[config.mk]
export PLATFORM = sky130hd
export DESIGN_NAME = tx_link_sequencer_flat
export DESIGN_NICKNAME = d
export VERILOG_FILES = /design/src/rtl/tx_link_sequencer_if.sv /design/src/rtl/tx_link_sequencer.sv /design/src/flat_wrapper.sv
export SDC_FILE = /design/constraint.sdc
export NUM_CORES = 1
export LEC_CHECK = 0
export CAP_MARGIN = 10
export CORE_MARGIN = 2
export CORE_UTILIZATION = 35
export CTS_CLUSTER_SIZE = 30
export DETAILED_ROUTE_END_ITERATION = 16
export PLACE_DENSITY = 0.65
export RECOVER_POWER = 25
export SYNTH_ARGS = -nofsm -noshare
export SYNTH_HDL_FRONTEND = slang
export SYNTH_SLANG_ARGS = --single-unit
[constraint.sdc]
create_clock -name pclk -period 1.7 [get_ports pclk]
set_input_delay 0.255 -clock pclk [delete_from_list [all_inputs] [get_ports pclk]]
set_output_delay 0.255 -clock pclk [all_outputs]
set_load 0.1 [all_outputs]
[src/rtl/tx_link_sequencer_if.sv]
// rtl/tx_link_sequencer_if.sv - MAC-side and PCS-side signal bundle of the transmit link sequencer
interface tx_link_sequencer_if;
   logic        link_en;
   logic [31:0] mac_tx_data;
   logic [3:0]  mac_tx_datak;
   logic        mac_data_en;
   logic        mac_tx_ready;
   logic [31:0] pcs_tx_data;
   logic [3:0]  pcs_tx_datak;
   logic        pcs_data_en;
   logic        link_up;

   modport master (
      output link_en, mac_tx_data, mac_tx_datak, mac_data_en,
      input  mac_tx_ready, pcs_tx_data, pcs_tx_datak, pcs_data_en, link_up
   );

   modport slave (
      input  link_en, mac_tx_data, mac_tx_datak, mac_data_en,
      output mac_tx_ready, pcs_tx_data, pcs_tx_datak, pcs_data_en, link_up
   );
endinterface

[src/rtl/tx_link_sequencer.sv]
// rtl/tx_link_sequencer.sv - TS1 training burst, then MAC pass-through with SKP insertion and logical idle
module tx_link_sequencer #(
   parameter int          SKP_INTERVAL = 1180,
   parameter int          TS_COUNT     = 16,
   parameter logic [7:0]  N_FTS        = 8'h80
) (
   input logic                pclk,
   input logic                rst,
   tx_link_sequencer_if.slave bus
);

   localparam int SKP_W = $clog2(SKP_INTERVAL);
   localparam int SET_W = (TS_COUNT > 1) ? $clog2(TS_COUNT) : 1;

   localparam logic [31:0] SKP_DATA = 32'h1C1C1CBC;

   typedef enum logic [1:0] {IDLE, TRAIN, DATA} state_t;

   state_t             state, state_n;
   logic [1:0]         word_cnt, word_cnt_n;
   logic [SET_W-1:0]   set_cnt, set_cnt_n;
   logic [SKP_W-1:0]   skp_cnt, skp_cnt_n;
   logic               skp_pending, skp_pending_n;
   logic [31:0]        pcs_data, pcs_data_n;
   logic [3:0]         pcs_k, pcs_k_n;
   logic               pcs_en, pcs_en_n;

   // Returns {K, data} for the given word of a TS1 ordered set.
   function automatic logic [35:0] ts1_word(input logic [1:0] idx);
      case (idx)
         2'd0:    ts1_word = {4'b0111, N_FTS, 24'hF7F7BC};
         2'd1:    ts1_word = {4'b0000, 32'h4A4A0002};
         default: ts1_word = {4'b0000, 32'h4A4A4A4A};
      endcase
   endfunction

   always_comb begin
      state_n       = state;
      word_cnt_n    = word_cnt;
      set_cnt_n     = set_cnt;
      skp_cnt_n     = skp_cnt;
      skp_pending_n = skp_pending;
      pcs_data_n    = '0;
      pcs_k_n       = '0;
      pcs_en_n      = 1'b0;

      if (!bus.link_en) begin
         state_n       = IDLE;
         word_cnt_n    = '0;
         set_cnt_n     = '0;
         skp_cnt_n     = '0;
         skp_pending_n = 1'b0;
      end else begin
         case (state)
            IDLE: begin
               state_n              = TRAIN;
               word_cnt_n           = '0;
               set_cnt_n            = '0;
               {pcs_k_n, pcs_data_n} = ts1_word(2'd0);
               pcs_en_n             = 1'b1;
            end
            TRAIN: begin
               pcs_en_n = 1'b1;
               if (word_cnt == 2'd3 && set_cnt == SET_W'(TS_COUNT - 1)) begin
                  state_n       = DATA;
                  skp_cnt_n     = '0;
                  skp_pending_n = 1'b0;
               end else begin
                  word_cnt_n            = word_cnt + 2'd1;
                  {pcs_k_n, pcs_data_n} = ts1_word(word_cnt + 2'd1);
                  if (word_cnt == 2'd3)
                     set_cnt_n = set_cnt + 1'b1;
               end
            end
            DATA: begin
               pcs_en_n = 1'b1;
               if (skp_pending) begin
                  pcs_data_n    = SKP_DATA;
                  pcs_k_n       = 4'hF;
                  skp_pending_n = 1'b0;
               end else if (bus.mac_data_en) begin
                  pcs_data_n = bus.mac_tx_data;
                  pcs_k_n    = bus.mac_tx_datak;
               end
               // Evaluated after the SKP clear so a coincident wrap re-arms the request.
               if (skp_cnt == SKP_W'(SKP_INTERVAL - 1)) begin
                  skp_cnt_n     = '0;
                  skp_pending_n = 1'b1;
               end else begin
                  skp_cnt_n = skp_cnt + 1'b1;
               end
            end
            default: state_n = IDLE;
         endcase
      end
   end

   always_ff @(posedge pclk or posedge rst) begin
      if (rst) begin
         state       <= IDLE;
         word_cnt    <= '0;
         set_cnt     <= '0;
         skp_cnt     <= '0;
         skp_pending <= 1'b0;
         pcs_data    <= '0;
         pcs_k       <= '0;
         pcs_en      <= 1'b0;
      end else begin
         state       <= state_n;
         word_cnt    <= word_cnt_n;
         set_cnt     <= set_cnt_n;
         skp_cnt     <= skp_cnt_n;
         skp_pending <= skp_pending_n;
         pcs_data    <= pcs_data_n;
         pcs_k       <= pcs_k_n;
         pcs_en      <= pcs_en_n;
      end
   end

   assign bus.mac_tx_ready = (state == DATA) && !skp_pending;
   assign bus.link_up      = (state == DATA);
   assign bus.pcs_tx_data  = pcs_data;
   assign bus.pcs_tx_datak = pcs_k;
   assign bus.pcs_data_en  = pcs_en;

endmodule

[src/flat_wrapper.sv]
// flat-port wrapper written by rule: the top's interface ports become plain ports
module tx_link_sequencer_flat 
#(
   parameter int          SKP_INTERVAL = 1180,
   parameter int          TS_COUNT     = 16,
   parameter logic [7:0]  N_FTS        = 8'h80
)
  (pclk, rst, bus_link_en, bus_mac_tx_data, bus_mac_tx_datak, bus_mac_data_en, bus_mac_tx_ready, bus_pcs_tx_data, bus_pcs_tx_datak, bus_pcs_data_en, bus_link_up);
  tx_link_sequencer_if bus_i ();
  input logic pclk;
  input logic rst;
  input wire logic [$bits(bus_i.link_en)-1:0] bus_link_en;
  input wire logic [$bits(bus_i.mac_tx_data)-1:0] bus_mac_tx_data;
  input wire logic [$bits(bus_i.mac_tx_datak)-1:0] bus_mac_tx_datak;
  input wire logic [$bits(bus_i.mac_data_en)-1:0] bus_mac_data_en;
  output wire logic [$bits(bus_i.mac_tx_ready)-1:0] bus_mac_tx_ready;
  output wire logic [$bits(bus_i.pcs_tx_data)-1:0] bus_pcs_tx_data;
  output wire logic [$bits(bus_i.pcs_tx_datak)-1:0] bus_pcs_tx_datak;
  output wire logic [$bits(bus_i.pcs_data_en)-1:0] bus_pcs_data_en;
  output wire logic [$bits(bus_i.link_up)-1:0] bus_link_up;
  assign bus_i.link_en = bus_link_en;
  assign bus_i.mac_tx_data = bus_mac_tx_data;
  assign bus_i.mac_tx_datak = bus_mac_tx_datak;
  assign bus_i.mac_data_en = bus_mac_data_en;
  assign bus_mac_tx_ready = bus_i.mac_tx_ready;
  assign bus_pcs_tx_data = bus_i.pcs_tx_data;
  assign bus_pcs_tx_datak = bus_i.pcs_tx_datak;
  assign bus_pcs_data_en = bus_i.pcs_data_en;
  assign bus_link_up = bus_i.link_up;
  tx_link_sequencer #(.SKP_INTERVAL(SKP_INTERVAL), .TS_COUNT(TS_COUNT), .N_FTS(N_FTS)) u_core (.pclk(pclk), .rst(rst), .bus(bus_i));
endmodule
== Word-level counts from Yosys, hierarchy flattened ==
Cells that the tools add are included.

* Reductions and logical operators: 10
* Add/sub/neg operators: 3
* Muxes and demuxes: 31
* Equality and inequality tests: 12

{| class="wikitable"
|+ Operator list
! cell !! count
|-
| 32-bit two-way mux || 4
|-
| 32-bit case mux with 3 select lines || 1
|-
| 35-bit case mux with 2 select lines || 1
|-
| 11-bit two-way mux || 3
|-
| 4-bit two-way mux || 7
|-
| 11-bit case mux with 2 select lines || 1
|-
| 4-bit case mux with 3 select lines || 1
|-
| 11-bit by 1-bit adder with 11-bit output, second input constant || 1
|-
| 11-bit equality test, second input constant || 1
|-
| 2-bit two-way mux || 4
|-
| 4-bit case mux with 2 select lines || 1
|-
| 3-bit by 1-bit != test with 1-bit output, second input constant || 2
|-
| 3-bit by 2-bit != test with 1-bit output, second input constant || 2
|-
| 2-bit case mux with 3 select lines || 1
|-
| 2-bit AND reduction || 3
|-
| 1-bit two-way mux || 5
|-
| 4-bit by 1-bit adder with 4-bit output, second input constant || 1
|-
| 2-bit by 1-bit equality test with 1-bit output, second input constant || 2
|-
| 2-bit equality test, second input constant || 2
|-
| 4-bit equality test, second input constant || 1
|-
| 2-bit logical NOT || 2
|-
| 2-bit case mux with 2 select lines || 1
|-
| 3-bit != test, second input constant || 1
|-
| 3-bit AND reduction || 1
|-
| other kinds (6) || 7
|}

* Output and inout port bits: 39
* Word-level logic and storage cells: 64
* Input bits: 40
* Bits in registers: 57

== Logic depth before layout (Yosys ltp) ==
* Word-level depth: 6
* Gate-level depth with buffers: 7
* Depth with buffers taken out: 6

== Worst setup path before layout ==
Ideal clock, no wire load.

* Path type: reg-to-output
* Start: register u_core.state[0]
* End: output port bus_mac_tx_ready
* Arrival time: 1.857 ns
* Data required time: 1.445 ns
* Cell stages (with the launch flop): 3
* Slack: -0.412 ns
* Buffers on the path: 0
* Path through: dfrtp_1 nand2b_1 nor2_1

* Longest elaborated chain between the ends: 2

{| class="wikitable"
|+ Ends and longest elaborated chain
! what !! line !! RTL
|-
| start, declared || tx_link_sequencer.sv:19 || <nowiki>state_t state, state_n;</nowiki>
|-
| start signal, assigned || tx_link_sequencer.sv:109 || <nowiki>state <= state_n;</nowiki>
|-
| 2-bit equality test || tx_link_sequencer.sv:120 || <nowiki>assign bus.mac_tx_ready = (state == DATA) && !skp_pending;</nowiki>
|-
| 1-bit logical AND || tx_link_sequencer.sv:120 ||
|-
| end, declared || flat_wrapper.sv:16 || <nowiki>output wire logic [$bits(bus_i.mac_tx_ready)-1:0] bus_mac_tx_ready;</nowiki>
|}

No other way between the ends.

== Worst setup path after layout ==
* Start: register u_core.state[1]
* End: output port bus_link_up

* Longest elaborated chain between the ends: 1

{| class="wikitable"
|+ Ends and longest elaborated chain
! what !! line !! RTL
|-
| 2-bit equality test || tx_link_sequencer.sv:121 || <nowiki>assign bus.link_up = (state == DATA);</nowiki>
|-
| end, declared || flat_wrapper.sv:20 || <nowiki>output wire logic [$bits(bus_i.link_up)-1:0] bus_link_up;</nowiki>
|}

No other way between the ends.

==> impl_summary.md <==
Outcome
The run finished with clean final reports.

Clocking
The quantity of hold-fixing buffers added after cts is 0. The tree is rooted in a sky130_fd_sc_hd__clkbuf_8. The clock tree from TritonCTS is built. Clock tree synthesis inserted a total of 9 buffers.

CTS built an H-tree with a depth of 3. The insertion delay to the later sink of the worst-skew pair is 0.33 ns. The clock sink total is 57. The clock-pin slew of the registers on the worst-case setup and hold paths is 0.06 ns. Counting along the longest clock path gives a buffer depth of 2.

Synth
Yosys attributes the largest share of cell area to sky130_fd_sc_hd__dfrtp_1 (56%), sky130_fd_sc_hd__a21oi_1 (8.6%), sky130_fd_sc_hd__nand2_1 (5.3%). The average footprint of a synthesized cell is 9.73 sq um. The number of distinct standard cells referenced by the synthesized netlist is 39. The number of synthesized register bits is 57.

The xor and xnor area share after synthesis is 0. After synthesis the cells add up to 0.00257 sq mm. The share of the synthesized area in compound gates (AO/OA/AOI/OAI) is 0.197. By area, the combinational part of the netlist is dominated by compound AO/OA/AOI/OAI gates. When the netlist entered floorplanning its net count stood at 309. The share of synthesized cell area in and, or, nand and nor gates is 0.179. The area share of fa/ha/maj cells after synthesis is 0.0243.

Counting every instance in the synthesized netlist gives 264. The predominant post-synthesis flop cell is sky130_fd_sc_hd__dfrtp_1. The synthesized design spends more area on one cell type than any other, namely sky130_fd_sc_hd__dfrtp_1. The share of cell area taken by muxes after synthesis is 0.00438. The share of flip-flops with an asynchronous set or reset is 1.00. The share of the Yosys chip area taken by registers is 0.555. The fraction of post-synthesis cell area in the top cell type by area is 0.555. The Yosys step of the flow raised 0 warnings. The number of flops mapped to enable cells by yosys is 0.

Min path
The worst hold path belongs to the class in2reg. The depth of the worst hold-timing path is 3.

Die
The chip height is 89.7 um. For this configuration, the core starts out at a cell density of 0.358. The top-level I/O count is 79.

The number of placement rows is 31. The standard cell core area is 0.00718 sq mm. The x dimension of the die is 89.7 um.

The floorplan die area is 0.00804 sq mm.

Run
The total of max-cap violations is 0.

Power and ir drop
The worst supply voltage drop on vdd is 351 uV. The analysis attributes to cell leakage a power of 1.94 nW. Power comes to 3.42 mW. The power density of the placed cells is 766 mW/mm^2.

Setup path
For the worst setup path, the data arrival time is 1.42 ns. The cell type with the highest occurrence count on the critical path is sky130_fd_sc_hd__buf_6. The number of cells on the worst reg-to-reg path is 5.

The critical path goes through buf_6 -> nand2b_4 -> buf_6 -> clkinvlp_4 -> buf_6 -> buf_12. STA puts the critical path data required time at 1.44 ns. The kind of start point of the critical path is a register. The largest incremental delay on the critical path is 0.39 ns. The type of the worst setup path is reg2out. The endpoint type of the worst setup path is an output port. The slowest stage of the critical path belongs to the cell sky130_fd_sc_hd__dfrtp_1. In this run the worst path has a maximum fanout of 6.

Detailed routing
In the final routed layout, each cell accounts on average for 14.8 um. The total via count after detailed routing is 2372. The post-detailed-route via-to-cell ratio is 4.96.

The routed design has 7050 um of wire. The first-pass iteration count of the detailed router is 4. The detailed router finished its first iteration with 112 violations. Once detail routing completed, the nets flagged for antenna violations numbered 0. For this run, design rule violations remaining after detail routing come to 0.

STA
The number of hold violations in the final report is 0. In the final timing run, aggregate negative setup slack is 0 ns. Setup repair after global routing could not meet its margin everywhere.

The clock period minus final worst setup slack is 1.67 ns. The worst pin sits at a relative slew slack of 0.488. Clock skew on the completed layout was measured at 0.00973 ns.

The final period utilization is 0.983. The total count of max-transition violations in the final report is 0. Setup violations remaining at the end of the flow were counted as 0. The measured slew at the worst slew-check pin is 0.768 ns. Derived from the worst setup path, the maximum achievable clock frequency is 598 MHz.

Final layout
The synthesis-to-finish area growth is 73.7%. Of the cells placed in the final design, the portion with a size suffix greater than 1 is 0.325. The top cell types in the final layout, fill and taps aside, are sky130_fd_sc_hd__dfrtp_1 (56), sky130_fd_sc_hd__buf_12 (41), sky130_fd_sc_hd__clkdlybuf4s50_1 (38).

Summing all non-filler instances in the final layout gives an area of 0.00446 sq mm. Leaving out fill and tap cells, the most frequent cell in the layout is sky130_fd_sc_hd__dfrtp_1. The number of antenna diodes in the final layout is 0. For this run, the post-layout net count is 420.

The filler cells instantiated in the layout total 568.

Placement
The count of buffers added on input and output ports is 78. The final HPWL from detailed placement is 4780 um. The routability-driven placement congestion ratio is 0.816.

The cell area after placement is 0.00413 sq mm.

GRT
After global routing the overflow that remains totals 0. The first global-routing pass estimated 10900 um of wire. The number of antenna violations at the first check in global routing is 0. The pin count of the biggest net entering global routing is 58. The global-route total usage across every layer is 0.179. The via count of the first global-routing pass is 2323.
-- cell usage after synthesis, drive strengths merged, types with 5 or more instances --
| cell type | number |
|---|---|
| nor2 | 17 |
| inv | 7 |
| ha | 5 |
| clkbuf | 15 |
| dfrtp | 57 |
| o21a | 13 |
| or3 | 5 |
| o21ai | 10 |
| nand2 | 36 |
| a21oi | 44 |
-- logic make-up after synthesis --
logic type,after synthesis
compound gates,85
fa+ha+maj,5
buf+inv,25
flops,57
mux,1
simple gates,91
-- area by class of cell --
cell class | count | area [sq um] | share of cell area
clock buffers | 12 | 155 | 0.0348
clock inverters | 3 | 40.0 | 0.00897
inverters | 7 | 30.0 | 0.00673
multi-input cells | 182 | 1180 | 0.264
flip-flops and latches | 57 | 1430 | 0.320
well taps | 99 | 124 | 0.0278
repair buffers | 118 | 1510 | 0.338
-- registers in the layout (all words and copies together) (netlist names) --
register and count:
u_core.bus.pcs_tx_data 32, u_core.skp_pending 1, u_core.bus.pcs_tx_datak 4, u_core.skp_cnt 11, u_core.state 2, u_core.set_cnt 4
u_core.bus.pcs_data_en 1, u_core.word_cnt 2
-- what timing repair did --
action	4_1_cts	5_1_grt
endpoints found under the setup margin	19	10
pin swaps	0	4
resized for setup	7	10
buffers inserted	2	11
-- power breakdown --
| part | switching, mW | total [mW] | internal [mW] |
|---|---|---|---|
| Combinational | 0.441 | 0.735 | 0.295 |
| Clock | 0.504 | 1.25 | 0.744 |
| Sequential | 0.0358 | 1.44 | 1.40 |
| Total | 0.980 | 3.42 | 2.44 |
-- critical path, delay by kind of cell, from the launching register on --
family        cells  cell delay, ns
buf+inv           5            0.63
flops             1            0.39
simple gates      1            0.06
-- per-stage QoR --
stage / instances / setup WS [ns] / util / hold slack, ns
after floorplan: 264 / -0.0520 / - / 0.390
after global placement: 450 / -0.00978 / 0.575 / 0.543
after detailed placement: 450 / -0.0584 / 0.575 / 0.544
after CTS: 467 / -0.0263 / 0.608 / 0.299
after global routing: 478 / -0.0301 / 0.622 / 0.470
final: 478 / 0.0282 / 0.622 / 0.481
-- metal layers --
layer,wire length [um],track usage,part of all wire
met4,105,0.0692,0.015
met2,3650,0.302,0.52
met1,3040,0.227,0.43
met3,261,0.0347,0.037
met5,0,0,0
-- path summary, 6_finish.rpt --
path	start	endpoint	slack, ns
max	u_core.state[1]	bus_link_up	0.03
min	bus_mac_tx_data[15]	u_core.bus.pcs_tx_data[15]	0.48
max reg2reg	u_core.set_cnt[0]	u_core.skp_cnt[10]	0.05
min reg2reg	u_core.skp_cnt[1]	u_core.skp_cnt[1]	0.57
max in group asynchronous	rst	u_core.skp_cnt[2]	0.54
min in group asynchronous	rst	u_core.bus.pcs_data_en	0.62
No activity file was read; power rests on OpenSTA's default activity.
